<file path="config.mk">
export PLATFORM = sky130hd
export DESIGN_NAME = matmul_trace_gen
export DESIGN_NICKNAME = d
export VERILOG_FILES = /design/src/rtl/matmul_trace_gen.sv
export SDC_FILE = /design/constraint.sdc
export NUM_CORES = 1
export LEC_CHECK = 0
export BUFFER_PORTS_ARGS = -buffer_cell sky130_fd_sc_hd__buf_2
export CAP_MARGIN = 20
export CORE_MARGIN = 3
export CORE_UTILIZATION = 60
export DETAILED_ROUTE_END_ITERATION = 12
export HOLD_SLACK_MARGIN = 0.15
export PLACE_DENSITY = 0.93
export RECOVER_POWER = 100
export SLEW_MARGIN = 20
export SYNTH_ARGS = -nofsm -noshare
export SYNTH_HDL_FRONTEND = slang
export SYNTH_SLANG_ARGS = --single-unit
</file>
<file path="constraint.sdc">
create_clock -name clk -period 7.6 [get_ports clk]
set_clock_uncertainty 0.05 [all_clocks]
set_input_delay 1.14 -clock clk [delete_from_list [all_inputs] [get_ports clk]]
set_output_delay 1.14 -clock clk [all_outputs]
set_load 0.03 [all_outputs]
</file>
<file path="src/rtl/matmul_trace_gen.sv">
// Replays the i,j,k load/store address stream of an N x N matrix multiply onto
// a cache request port and tallies hit/miss/access statistics for the run.
//
// state | meaning
// IDLE  | waiting for start; counters hold last run's totals
// ISSUE | next access prepared; issued on the first cycle cache_ready is high
// WAIT  | enable cycle and onward; waiting for hit/miss or timeout
// DONE  | one-cycle completion pulse
module matmul_trace_gen #(
  parameter int          N          = 32,
  parameter int          ADDR_WIDTH = 32,
  parameter int          DATA_WIDTH = 32,
  parameter logic [31:0] A_BASE     = 32'h0000_0000,
  parameter logic [31:0] B_BASE     = 32'h0000_1000,
  parameter logic [31:0] C_BASE     = 32'h0000_2000,
  parameter int          TIMEOUT    = 1024
) (
  input  logic                  clk,
  input  logic                  rst,
  input  logic                  start,
  output logic                  busy,
  output logic                  done,
  output logic [ADDR_WIDTH-1:0] cache_addr,
  output logic                  cache_read_enable,
  output logic                  cache_write_enable,
  output logic [DATA_WIDTH-1:0] cache_write_data,
  input  logic                  cache_hit,
  input  logic                  cache_miss,
  input  logic                  cache_ready,
  output logic [31:0]           access_count,
  output logic [31:0]           hit_count,
  output logic [31:0]           miss_count,
  output logic                  timeout_err
);

  localparam int LOG_N = $clog2(N);
  localparam int TW    = $clog2(TIMEOUT + 1);
  localparam logic [LOG_N-1:0] IDX_LAST = LOG_N'(N - 1);

  localparam logic [1:0] S_IDLE  = 2'd0;
  localparam logic [1:0] S_ISSUE = 2'd1;
  localparam logic [1:0] S_WAIT  = 2'd2;
  localparam logic [1:0] S_DONE  = 2'd3;

  localparam logic [1:0] PH_RD_A = 2'd0;
  localparam logic [1:0] PH_RD_B = 2'd1;
  localparam logic [1:0] PH_WR_C = 2'd2;

  logic [1:0]            state;
  logic [1:0]            phase;
  logic [LOG_N-1:0]      i;
  logic [LOG_N-1:0]      j;
  logic [LOG_N-1:0]      k;
  logic [TW-1:0]         wait_cnt;
  logic [2*LOG_N-1:0]    elem;
  logic [ADDR_WIDTH-1:0] base;
  logic [ADDR_WIDTH-1:0] next_addr;
  logic [31:0]           wr_word;
  logic                  resp;
  logic                  expired;
  logic                  last_access;

  // {row, col} concatenation is row*N + col because N is a power of two
  always_comb begin
    elem = {i, k};
    base = ADDR_WIDTH'(A_BASE);
    case (phase)
      PH_RD_B: begin
        elem = {k, j};
        base = ADDR_WIDTH'(B_BASE);
      end
      PH_WR_C: begin
        elem = {i, j};
        base = ADDR_WIDTH'(C_BASE);
      end
      default: ;
    endcase
  end

  assign next_addr   = base + (ADDR_WIDTH'(elem) << 2);
  assign wr_word     = {16'(i), 16'(j)};
  assign resp        = cache_hit | cache_miss;
  assign expired     = (wait_cnt == '0);
  assign last_access = (phase == PH_WR_C) && (i == IDX_LAST) && (j == IDX_LAST);

  assign busy = (state == S_ISSUE) || (state == S_WAIT);
  assign done = (state == S_DONE);

  always_ff @(posedge clk) begin
    if (rst) begin
      state              <= S_IDLE;
      phase              <= PH_RD_A;
      i                  <= '0;
      j                  <= '0;
      k                  <= '0;
      wait_cnt           <= '0;
      cache_addr         <= '0;
      cache_read_enable  <= 1'b0;
      cache_write_enable <= 1'b0;
      cache_write_data   <= '0;
      access_count       <= '0;
      hit_count          <= '0;
      miss_count         <= '0;
      timeout_err        <= 1'b0;
    end else begin
      cache_read_enable  <= 1'b0;
      cache_write_enable <= 1'b0;
      case (state)
        S_IDLE: begin
          if (start) begin
            phase        <= PH_RD_A;
            i            <= '0;
            j            <= '0;
            k            <= '0;
            access_count <= '0;
            hit_count    <= '0;
            miss_count   <= '0;
            timeout_err  <= 1'b0;
            state        <= S_ISSUE;
          end
        end
        S_ISSUE: begin
          if (cache_ready) begin
            cache_addr         <= next_addr;
            cache_read_enable  <= (phase != PH_WR_C);
            cache_write_enable <= (phase == PH_WR_C);
            cache_write_data   <= (phase == PH_WR_C) ? DATA_WIDTH'(wr_word) : '0;
            access_count       <= access_count + 32'd1;
            wait_cnt           <= TW'(TIMEOUT - 1);
            state              <= S_WAIT;
          end
        end
        S_WAIT: begin
          if (resp || expired) begin
            // a response on the final sampled cycle still counts as a response
            if (resp) begin
              if (cache_hit) begin
                if (hit_count != '1) hit_count <= hit_count + 32'd1;
              end else if (miss_count != '1) begin
                miss_count <= miss_count + 32'd1;
              end
            end else begin
              timeout_err <= 1'b1;
            end
            case (phase)
              PH_RD_A: phase <= PH_RD_B;
              PH_RD_B: begin
                if (k == IDX_LAST) begin
                  phase <= PH_WR_C;
                end else begin
                  k     <= k + 1'b1;
                  phase <= PH_RD_A;
                end
              end
              default: begin
                phase <= PH_RD_A;
                k     <= '0;
                j     <= j + 1'b1;
                if (j == IDX_LAST) i <= i + 1'b1;
              end
            endcase
            state <= last_access ? S_DONE : S_ISSUE;
          end else begin
            wait_cnt <= wait_cnt - 1'b1;
          end
        end
        default: state <= S_IDLE;
      endcase
    end
  end

endmodule

</file>
; ---- Word-level counts from Yosys, hierarchy flattened
; Index checks and enable logic that the tools add are counted.
; W data, S select, Z words.
[totals]
register_bits = 193
input_bits = 6
out_inout_bits = 165
wordCells = 118
[classes]
add_sub_neg = 8
n_eq_ne = 25
muxes = 45
n_bitwise = 3
n_reduce_logical = 23
[ops]
columns = op, n
row1 = $mux W32, 10
row2 = $pmux W32 S2, 3
row3 = $add A32 B1 Y32 const B, 3
row4 = $ne A32 B32 Y1 const B, 2
row5 = $mux W5, 8
row6 = $pmux W5 S2, 4
row7 = $add A32 B12 Y32, 1
row8 = $pmux W14 S2, 1
row9 = $mux W11, 2
row10 = $ne A2 B2 Y1 const B, 11
row11 = $pmux W11 S2, 1
row12 = $mux W21, 1
row13 = $pmux W10 S2, 1
row14 = $add A5 B1 Y5 const B, 3
row15 = $eq A5 B5 Y1 const B, 3
row16 = $mux W2, 7
row17 = $reduce_and A3 Y1, 4
row18 = $reduce_and A6 Y1, 2
row19 = $logic_not A11 Y1, 1
row20 = $sub A11 B1 Y11 const B, 1
row21 = $reduce_and A5 Y1, 2
row22 = $pmux W2 S2, 2
row23 = $reduce_and A4 Y1, 2
row24 = $eq A2 B2 Y1 const B, 3
row25 = 15 further kinds, 26

; ---- Longest topological paths before layout
; Gate-level depths: netlist (run 1).
[logic_depth]
ltp_word = 6
depth_mapped = 9
mapped_depth_nobuf = 7

; ---- Least setup slack after synthesis (run 1)
; Ideal clock, no wire load.
[synth_path]
path_kind = in2reg
start = in cache_hit
end = reg wait_cnt[4]
setup_time_ns = 0.131
arrival_ns = 2.775
required_ns = 7.419
slack_ns = 4.644
cell_stages = 6
n_path_buf = 1
cell_sequence = buf_2 or3b_2 a41o_1 nor3_1 nand4_1 nor3b_1
[synth_via]
elab_chain_cells = 4
[synth_rtl]
columns = item, line
row1 = start: declaration, 27  ; input logic cache_hit,
row2 = $or A1 B1 Y1, 82  ; assign resp = cache_hit | cache_miss;
row3 = $logic_or A1 B1 Y1, 134  ; if (resp || expired) begin
row4 = $ne A2 B2 Y1 (no source line), -
row5 = $reduce_and A3 Y1 (no source line), -
row6 = end signal: assignment, 129  ; wait_cnt <= TW'(TIMEOUT - 1);
row7 = end signal: assignment, 164  ; wait_cnt <= wait_cnt - 1'b1;
row8 = end: declaration, 54  ; logic [TW-1:0] wait_cnt;
; No other way between the ends.
; A chain may end at the register's enable or synchronous reset.

; ---- Final worst setup path (run 1)
[layout_path]
start = reg state[0]
end = reg miss_count[19]
[layout_via]
elab_chain_cells = 3
elab_cells_between_ends = 10
cone_classes = eq/ne (6) / mux (1) / reduce/logical (3)
[layout_rtl]
columns = item, line
row1 = start: declaration, 49  ; logic [1:0] state;
row2 = start signal: assignment, 162  ; state <= last_access ? S_DONE : S_ISSUE;
row3 = $eq A2 B2 Y1 / $logic_not A2 Y1 (equally long branches), 108  ; case (state)
row4 = "$ne A2 B1 Y1 (no source line), or another cell as far along", -
row5 = $reduce_and A6 Y1 (no source line), -
row6 = end signal: assignment, 140  ; miss_count <= miss_count + 32'd1;
row7 = end: declaration, 32  ; output logic [31:0] miss_count,
; Parallel ways exist; a longest one is shown, timed or not.

==> results of run 1 <==
worst max path at each step:
stage	to	slack (ps)	cells after the start
2_1_floorplan	wait_cnt[4]	4640	6
3_3_place_gp	miss_count[13]	3760	6
3_5_place_dp	miss_count[13]	3670	6
4_1_cts	wait_cnt[6]	3860	8
5_1_grt	miss_count[19]	2350	8
6_report	miss_count[19]	2640	8
flip-flops by register name, summed over array words and instances (netlist names):
signal	count
cache_write_data	10
k	5
phase	2
cache_write_enable	1
cache_addr	12
i	5
miss_count	32
cache_read_enable	1
j	5
state	2
hit_count	32
access_count	32
wait_cnt	11
timeout_err	1
logic make-up (layout without fill, tap and decap cells):
| group | after synthesis | in the layout | share of synthesized area |
|---|---|---|---|
| simple gates | 442 | 442 | 0.291 |
| flops | 151 | 151 | 0.360 |
| mux | 7 | 7 | 0.00850 |
| fa+ha+maj | 19 | 19 | 0.0283 |
| buf+inv | 132 | 190 | 0.0814 |
| other cells | 1 | 42 | 0.000447 |
| xor+xnor | 15 | 15 | 0.0157 |
| compound gates | 270 | 270 | 0.215 |
power by group through the flow:
stage                     Combinational (mW)  Clock, mW  Sequential [mW]
after global placement                 0.434          0            0.871
after detailed placement               0.445          0            0.872
after CTS                              0.448      0.717            0.856
final                                  0.444      0.714            0.857
after floorplan                        0.348          0            0.887
after global routing                   0.487      0.749            0.862
synth_stat cells, types with 17 or more instances:
cell | n | area (um^2)
and3_1 | 25 | 156
a21oi_1 | 68 | 340
o21ai_0 | 48 | 240
inv_1 | 30 | 113
or3_1 | 25 | 156
a31oi_1 | 37 | 231
nand2_1 | 84 | 315
nand3_1 | 70 | 350
dfxtp_1 | 151 | 3020
nor3_1 | 32 | 160
or4_1 | 17 | 128
clkbuf_1 | 45 | 169
nor2_1 | 67 | 251
buf_4 | 44 | 330
ha_1 | 19 | 238
nand4_1 | 41 | 257
worst reg2reg max path: stages (launching register included):
cell and delay (ps):
dfxtp_1 330, inv_1 130, ha_1 800, clkbuf_1 730, nor2b_1 710, clkbuf_1 850
nand3_1 590, or4_1 630, nand3_1 90
through the flow:
step / cell area [um^2] / setup WS, ps / std cells / hold slack, ps / util
2_1_floorplan: 8540 / 4640 / 1078 / 408 / -
5_1_grt: 9180 / 2350 / 1312 / 422 / 0.682
3_3_place_gp: 8900 / 3760 / 1287 / 386 / 0.661
3_5_place_dp: 8900 / 3670 / 1287 / 393 / 0.661
4_1_cts: 9370 / 3860 / 1311 / 401 / 0.696
6_report: 9180 / 2640 / 1312 / 403 / 0.682
layout make-up:
class / instances / area share
repair buffers: 134 / 0.0557
clock buffers: 24 / 0.0514
flip-flops and latches: 151 / 0.329
inverters: 32 / 0.0131
well taps: 176 / 0.0240
multi-input cells: 795 / 0.527
metal layers:
metal	routed length, um	part of all wire
met1	9390	0.41
met2	10900	0.47
met3	2180	0.095
met4	600	0.026
met5	0	0
==> flow_summary.json, run 1 <==
{
  "cts_tree": "done",
  "power_frac_seq": 0.425,
  "finalSetupTns_ps": 0,
  "ant_nets": 0,
  "multiInputGateArea_um2": 4830,
  "netSwitchingPower_mw": 0.660,
  "post-cts-setup-buffers": 0,
  "slew_headroom": -0.646,
  "grt_first_pass_wirelength_mm": 37.6,
  "hold_buffers": 0,
  "first_pass_iters": 6,
  "p_int_mw": 1.36,
  "peakVddDrop_mv": 0.203,
  "synth_edf_count": 0,
  "synth-seq-cells": 151,
  "gr-usage-met3": 0.0630,
  "ys.flop_type": "dfxtp_1",
  "slowest_delay_ps": 850,
  "hp-class": "flop to flop",
  "power_density_nw_per_um2": 220,
  "violations": "capacitance limit, slew limit",
  "ys_async_sr_fraction": 0,
  "timing_hold_violations_final": 0,
  "numCtsBuffers": 17,
  "yosysWarnings": 0,
  "p_comb_frac": 0.220,
  "syn_inst": 1037,
  "initial_utilization": 0.624,
  "via_count": 8660,
  "p_total_mw": 2.02,
  "drive_gt1_frac": 0.0361,
  "hp-start": "cache_write_data[0]",
  "maxCapViolCount": 2,
  "area_delta_synth_final_pct": 9.42,
  "crit_type": "flop to flop",
  "finalSetupViolations": 0,
  "critPathBufInv": 3,
  "grtUsageMet1": 0.371,
  "antenna_cells": 0,
  "path_max_fanout": 26,
  "grt_max_degree": 57,
  "crit_required_ps": 7910,
  "num_io_pins": 171,
  "r2r-start": "state[0]",
  "antenna_found_initial": 0,
  "crit_path_start": "state[0]",
  "crit_slowest_cell": "clkbuf_1",
  "num_rows": 42,
  "p_leak_nw": 3.08,
  "r2r-end": "miss_count[19]",
  "htreeDepth": 4,
  "switching_share": 0.327,
  "worstRegToRegCells": 8,
  "clk_path_buf_depth": 2,
  "end_kind": "flop",
  "cts_resized": 0,
  "status": "complete, but fails checks",
  "fin_crit_ps": 4960,
  "drt_wl_total_mm": 23.0,
  "dp_hpwl_mm": 15.9,
  "hold_end": "cache_write_data[0]",
  "grt-busiest-layer": "met2",
  "timing.reg2reg.setup_slack_ps": 2640,
  "drv_slew": 72,
  "gp_congestion": 0.895,
  "clk-insertion-delay-late_ps": 430,
  "core-area_um2": 13500,
  "fmax_mhz": 202,
  "drt_iter0_markers": 1079,
  "arrival_ps": 5270,
  "fp.dieArea_um2": 15400,
  "crit_family": "simple AND/OR/NAND/NOR gates",
  "die_width_um": 124,
  "clk_pin_slew_ps": 60,
  "netlist_area_um2": 8390,
  "start_kind": "flop",
  "io_buffers": 128,
  "min_period_over_period": 0.652,
  "final_common_cell": "dfxtp_1",
  "fillCellCount": 1179,
  "fin_nets": 1156,
  "yosysSeqAreaShare": 0.360,
  "wire_per_inst_um": 17.6,
  "root_buffer": "clkbuf_16",
  "track_usage": 0.283,
  "overflow": 0,
  "grt_pass1_vias": 7819,
  "use_met2": 0.455,
  "avgSynthCellArea_um2": 8.09,
  "tightestPinTransition_ps": 2470,
  "synth.distinct_cells": 76,
  "pwr-share-clk": 0.354,
  "fp.dieH_um": 124,
  "worstPathCellList": "inv_1, ha_1, clkbuf_1, nor2b_1, clkbuf_1, nand3_1, or4_1, nand3_1",
  "drc_errors": 0,
  "rsz0062_at_grt": "no",
  "seq_area_um2": 3020,
  "final_cell_mix": "dfxtp_1 (151), clkbuf_1 (134), nand2_1 (84)",
  "hold_depth": 2,
  "cts_sinks": 151,
  "vias_per_cell": 6.60
}
Power figures use the tool's default switching activity.
==> inputs of run 2 (changes only) <==
Settings changed: ABC_AREA from default to 1, CORE_UTILIZATION 60 to 57, PLACE_DENSITY 0.93 to 0.89.
Clock period 7.6 ns to 4.8 ns, I/O delays scaled along.
==> run 2 against run 1 <==
  * Register-to-register slack got worse by 1600 ps
  * Highest routed layer unchanged
  * Via count rose by 13%
  * Area after synthesis rose by 10%
  * Non-clock buffer count fell by 2
  * The flow now finishes without violations
  * Critical path type unchanged
==> flow_summary.json, run 2 <==
{
  "start_kind": "flop",
  "grt_first_pass_wirelength_mm": 41.2,
  "drt_iter0_markers": 920,
  "post-cts-setup-buffers": 0,
  "antenna_found_initial": 0,
  "area_delta_synth_final_pct": 9.80,
  "netlist_area_um2": 9260,
  "num_rows": 45,
  "slew_headroom": 0.234,
  "p_leak_nw": 4.21,
  "synth.top_cells.by_count": "nand2_1 (415), nor2_1 (216), inv_1 (193)",
  "crit_end": "miss_count[18]",
  "arrival_ps": 3990,
  "dp_hpwl_mm": 18.4,
  "p_total_mw": 4.57,
  "yosysWarnings": 0,
  "fmax_mhz": 269,
  "htreeDepth": 4,
  "synth-adder-area-share": 0.0257,
  "tightestPinTransition_ps": 1150,
  "end_kind": "flop",
  "fp.dieH_um": 133,
  "timing.reg2reg.setup_slack_ps": 1090,
  "core-area_um2": 15500,
  "numCtsBuffers": 17,
  "track_usage": 0.276,
  "synth.distinct_cells": 43,
  "postPlaceCellArea_um2": 9830,
  "top_regs": "access_count (32), hit_count (32), miss_count (32)",
  "hp-class": "flop to flop",
  "gp_congestion": 0.951,
  "overflow": 0,
  "power_density_nw_per_um2": 450,
  "hold_buffers": 0,
  "fp.dieArea_um2": 17800,
  "synth_compound_area_frac": 0.114,
  "root_buffer": "clkbuf_16",
  "cts_resized": 0,
  "r2r-end": "miss_count[18]",
  "peakVddDrop_mv": 0.396,
  "clk-insertion-delay-late_ps": 430,
  "cts_tree": "done",
  "final_cell_mix": "nand2_1 (419), nor2_1 (218), inv_1 (194)",
  "drive_gt1_frac": 0.0429,
  "fin_nets": 1622,
  "path_max_fanout": 23,
  "ant_nets": 0,
  "first_pass_iters": 5,
  "muxShareOfSynthArea": 0,
  "ys_async_sr_fraction": 0,
  "vias_per_cell": 5.39,
  "fin_crit_ps": 3710,
  "ys.flop_type": "dfxtp_1",
  "finalSetupViolations": 0,
  "clk_pin_slew_ps": 70,
  "synth_top_family_by_area": "simple AND/OR/NAND/NOR gates",
  "placed_cells": 1789,
  "synth_xor_area_frac": 0.00851,
  "cts_sinks": 151,
  "crit_path_start": "state[0]",
  "initial_utilization": 0.596,
  "r2r-start": "state[0]",
  "drc_errors": 0,
  "instances_no_fill": 1821,
  "ys_top_cells_by_area": "dfxtp_1 (33%), nand2_1 (17%), nor2_1 (8.8%), inv_1 (7.8%), nand3_1 (5.8%)",
  "worstRegToRegCells": 11,
  "yosysSeqAreaShare": 0.327,
  "crit_type": "flop to flop",
  "num_io_pins": 171,
  "status": "complete, no violations",
  "maxCapViolCount": 0,
  "rsz0062_at_grt": "no",
  "yosys.area_share.simple": 0.388,
  "synth_edf_count": 0,
  "grt_pass1_vias": 8708,
  "post-route-cell-area_um2": 10200,
  "timing_hold_violations_final": 0,
  "synth_top_area_share": 0.327,
  "antenna_cells": 0,
  "clk_path_buf_depth": 2,
  "avgSynthCellArea_um2": 6.23,
  "drt_wl_total_mm": 25.1,
  "wire_per_inst_um": 13.8,
  "final_common_cell": "nand2_1",
  "io_buffers": 128,
  "synth-seq-cells": 151,
  "die_width_um": 133,
  "synth.most_common_cell": "nand2_1",
  "drv_slew": 0,
  "synth_top_cell_by_area": "dfxtp_1",
  "grt_max_degree": 38,
  "finalSetupTns_ps": 0,
  "min_period_over_period": 0.774,
  "syn_inst": 1487,
  "crit_required_ps": 5080,
  "via_count": 9817
}
==> run 2: cell types whose count changed after synthesis, sizes merged, moves of 37 or more <==
cell / before / now
nand2: 84 / 422
inv: 30 / 198
nor2: 67 / 230
nand3: 71 / 109
a31oi: 37 / 0
o21ai: 49 / 86
==> run 2: through the flow <==
stage / utilization / worst slack [ps] / hold WS [ps]
after floorplan: - / 2850 / 390
after global placement: 0.633 / 1910 / 409
after detailed placement: 0.633 / 1770 / 424
after CTS: 0.669 / 1790 / 436
after global routing: 0.654 / 889 / 464
final: 0.654 / 1090 / 435
==> run 2: cell families (layout without fill, tap and decap cells) <==
| family | Yosys count | in the layout |
|---|---|---|
| AO/OA/AOI/OAI | 189 | 189 |
| XOR/XNOR | 9 | 9 |
| adder cells (fa/ha/maj) | 19 | 19 |
| buffers and inverters | 281 | 363 |
| flip-flops | 151 | 151 |
| other | 1 | 42 |
| AND/OR/NAND/NOR | 837 | 837 |
==> run 2: worst min path at each step <==
stage | startpoint | to | slack, ps | depth (start not counted)
2_1_floorplan | i[3] | i[3] | 390 | 2
6_report | wait_cnt[5] | wait_cnt[5] | 440 | 2
5_1_grt | wait_cnt[1] | wait_cnt[1] | 460 | 2
3_3_place_gp | i[3] | i[3] | 410 | 2
4_1_cts | wait_cnt[5] | wait_cnt[5] | 440 | 2
3_5_place_dp | i[3] | i[3] | 420 | 2
==> run 2: where the power goes <==
group | internal, mW | leakage [nW] | switching (mW) | total [mW]
Clock | 0.731 | 0.266 | 0.552 | 1.28
Sequential | 1.38 | 1.22 | 0.114 | 1.50
Combinational | 0.447 | 2.72 | 1.34 | 1.79
==> run 2: cell type report <==
cell class / instances / area (um^2)
fill: 1475 / 5380
multi-input combinational: 1096 / 5050
sequential: 151 / 3020
inverter: 199 / 747
timing repair buffer: 132 / 513
clock buffer: 19 / 443
tap: 211 / 264
clock inverter: 13 / 123
==> run 2: worst max-delay path, stage by stage, from the launching register on <==
cell and delay (ps):
dfxtp_1 390, inv_1 110, ha_1 230, clkbuf_1 480, inv_2 500, nor3_4 100
nor2_4 480, nand3_2 440, nand2_1 570, nand2_1 110, nand2_1 90, inv_1 40
==> run 2: per-layer routing <==
metal / vias to the layer above / routed length [um] / track usage
li1: 4870 / - / -
met1: 4428 / 10700 / 0.362
met2: 463 / 11500 / 0.447
met3: 56 / 2360 / 0.0702
met4: 0 / 636 / 0.0874
met5: - / 0 / 0
==> inputs of run 3 (changes only) <==
Settings changed: CORE_UTILIZATION 57 to 51, PLACE_DENSITY 0.89 to 0.84.
Clock period 4.8 ns to 3.4 ns, I/O delays scaled along.
==> run 3 against run 2 <==
  * First-iteration DRC count decreased by 7.2%
  * Utilization decreased by 7.1 points
  * Largest power group unchanged
  * Critical path depth decreased by 2
  * Sequential share of layout area decreased by 0.19 points
==> flow_summary.json, run 3 (synthesized netlist as in run 2, its figures left out) <==
{
  "hold_end": "timeout_err",
  "die_width_um": 141,
  "arrival_ps": 3350,
  "timing.final.ws_setup_ps": 372,
  "path_max_fanout": 17,
  "overflow": 0,
  "track_usage": 0.256,
  "status": "complete, no violations",
  "hp-class": "input pin to flop",
  "power_frac_seq": 0.323,
  "vias_per_cell": 5.28,
  "fin_crit_ps": 3030,
  "dp_hpwl_mm": 19.0,
  "postPlaceCellArea_um2": 9890,
  "top_regs": "access_count (32), hit_count (32), miss_count (32)",
  "fmax_mhz": 330,
  "peakVddDrop_mv": 0.552,
  "drt_wl_total_mm": 25.7,
  "clk-insertion-delay-late_ps": 430,
  "crit_type": "flop to flop",
  "fp.dieArea_um2": 19800,
  "p_comb_frac": 0.394,
  "cts_tree": "done",
  "r2r-end": "hit_count[25]",
  "core-area_um2": 17500,
  "cts_sinks": 151,
  "p_total_mw": 6.53,
  "area_delta_synth_final_pct": 10.5,
  "clk_path_buf_depth": 2,
  "fillCellCount": 1754,
  "via_count": 9726,
  "p_int_mw": 3.71,
  "cts_resized": 0,
  "timing_hold_violations_final": 0,
  "tightestPinTransition_ps": 888,
  "final_cell_mix": "nand2_1 (417), nor2_1 (219), inv_1 (194)",
  "switching_share": 0.432,
  "post-place-ws_ps": 593,
  "grt_first_pass_wirelength_mm": 42.3,
  "drt_iter0_markers": 854,
  "grt_pass1_vias": 8688,
  "io_buffers": 128,
  "hold_depth": 3,
  "antenna_found_initial": 1,
  "final_common_cell": "nand2_1",
  "netSwitchingPower_mw": 2.82,
  "hold_buffers": 0,
  "finalSetupTns_ps": 0,
  "power_density_nw_per_um2": 638,
  "start_kind": "flop",
  "gp_congestion": 0.981,
  "slew_headroom": 0.408,
  "drive_gt1_frac": 0.0452,
  "end_kind": "flop",
  "fp.dieH_um": 141,
  "crit_required_ps": 3730,
  "numCtsBuffers": 17,
  "min_period_over_period": 0.890,
  "wire_per_inst_um": 14.0,
  "initial_utilization": 0.528,
  "timing.reg2reg.setup_slack_ps": 370,
  "root_buffer": "clkbuf_16",
  "rsz0062_at_grt": "no",
  "worstRegToRegCells": 9,
  "maxCapViolCount": 0,
  "ant_nets": 0,
  "grt_max_degree": 30,
  "post-cts-setup-buffers": 0,
  "post-route-cell-area_um2": 10200,
  "num_rows": 48,
  "fin_nets": 1628,
  "placed_cells": 1809,
  "finalSetupViolations": 0,
  "num_io_pins": 171,
  "r2r-start": "state[0]",
  "clk_pin_slew_ps": 60,
  "drc_errors": 0,
  "drv_slew": 0,
  "htreeDepth": 4,
  "instances_no_fill": 1842,
  "first_pass_iters": 5,
  "pwr-share-clk": 0.283,
  "hp-start": "cache_miss",
  "p_leak_nw": 4.24
}
==> run 3: cell count changes in the layout (fill, tap and decap cells not counted), sizes merged <==
| cell | previous run | this run |
|---|---|---|
| clkinvlp | 4 | 3 |
| buf | 8 | 14 |
| clkbuf | 143 | 145 |
| diode | 0 | 1 |
| inv | 201 | 199 |
| bufinv | 1 | 2 |
==> run 3: critical path, cell delays in order (launching register included) <==
cell and delay (ps):
dfxtp_1 340, inv_1 130, ha_1 290, inv_1 350, nor2_1 240, clkbuf_1 690, inv_1 440, nor2_4 280
nand3_1 110, nand2_1 60
==> run 3: through the flow <==
| stage | util | hold slack (ps) |
|---|---|---|
| final | 0.583 | 422 |
| after global routing | 0.583 | 421 |
| after CTS | 0.597 | 412 |
| after detailed placement | 0.564 | 412 |
| after global placement | 0.564 | 394 |
| after floorplan | - | 390 |
==> run 3: how the worst max path moves through the flow <==
stage	from	end	slack (ps)	cells past startpoint
global route	state[0]	hit_count[30]	140	9
detailed placement	state[0]	hit_count[30]	590	11
CTS	state[0]	hit_count[30]	560	11
global placement	state[0]	hit_count[24]	710	11
finish	state[0]	hit_count[25]	370	9
floorplan	miss_count[1]	miss_count[2]	1480	11
==> run 3: power groups by stage <==
stage	combinational (mW)	sequential [mW]	clock, mW
floorplan	2.07	2.21	0
global placement	2.54	2.13	0
detailed placement	2.62	2.14	0
CTS	2.64	2.10	1.87
global route	2.90	2.13	1.94
finish	2.57	2.11	1.85
==> run 3: cell type report <==
class	count	area (um^2)	share of cell area
multi-input combinational	1096	5040	0.493
sequential	151	3020	0.295
inverter	199	747	0.0730
timing repair buffer	138	558	0.0545
clock buffer	21	450	0.0440
tap	225	282	0.0275
clock inverter	11	124	0.0121
antenna	1	2.50	0.000245
==> run 3: metal layers <==
| metal | vias up | wire [um] | GRT usage |
|---|---|---|---|
| met5 | - | 0 | 0 |
| met4 | 0 | 655 | 0.0948 |
| met3 | 48 | 2080 | 0.0458 |
| met2 | 403 | 11500 | 0.402 |
| met1 | 4398 | 11500 | 0.353 |
| li1 | 4877 | - | - |
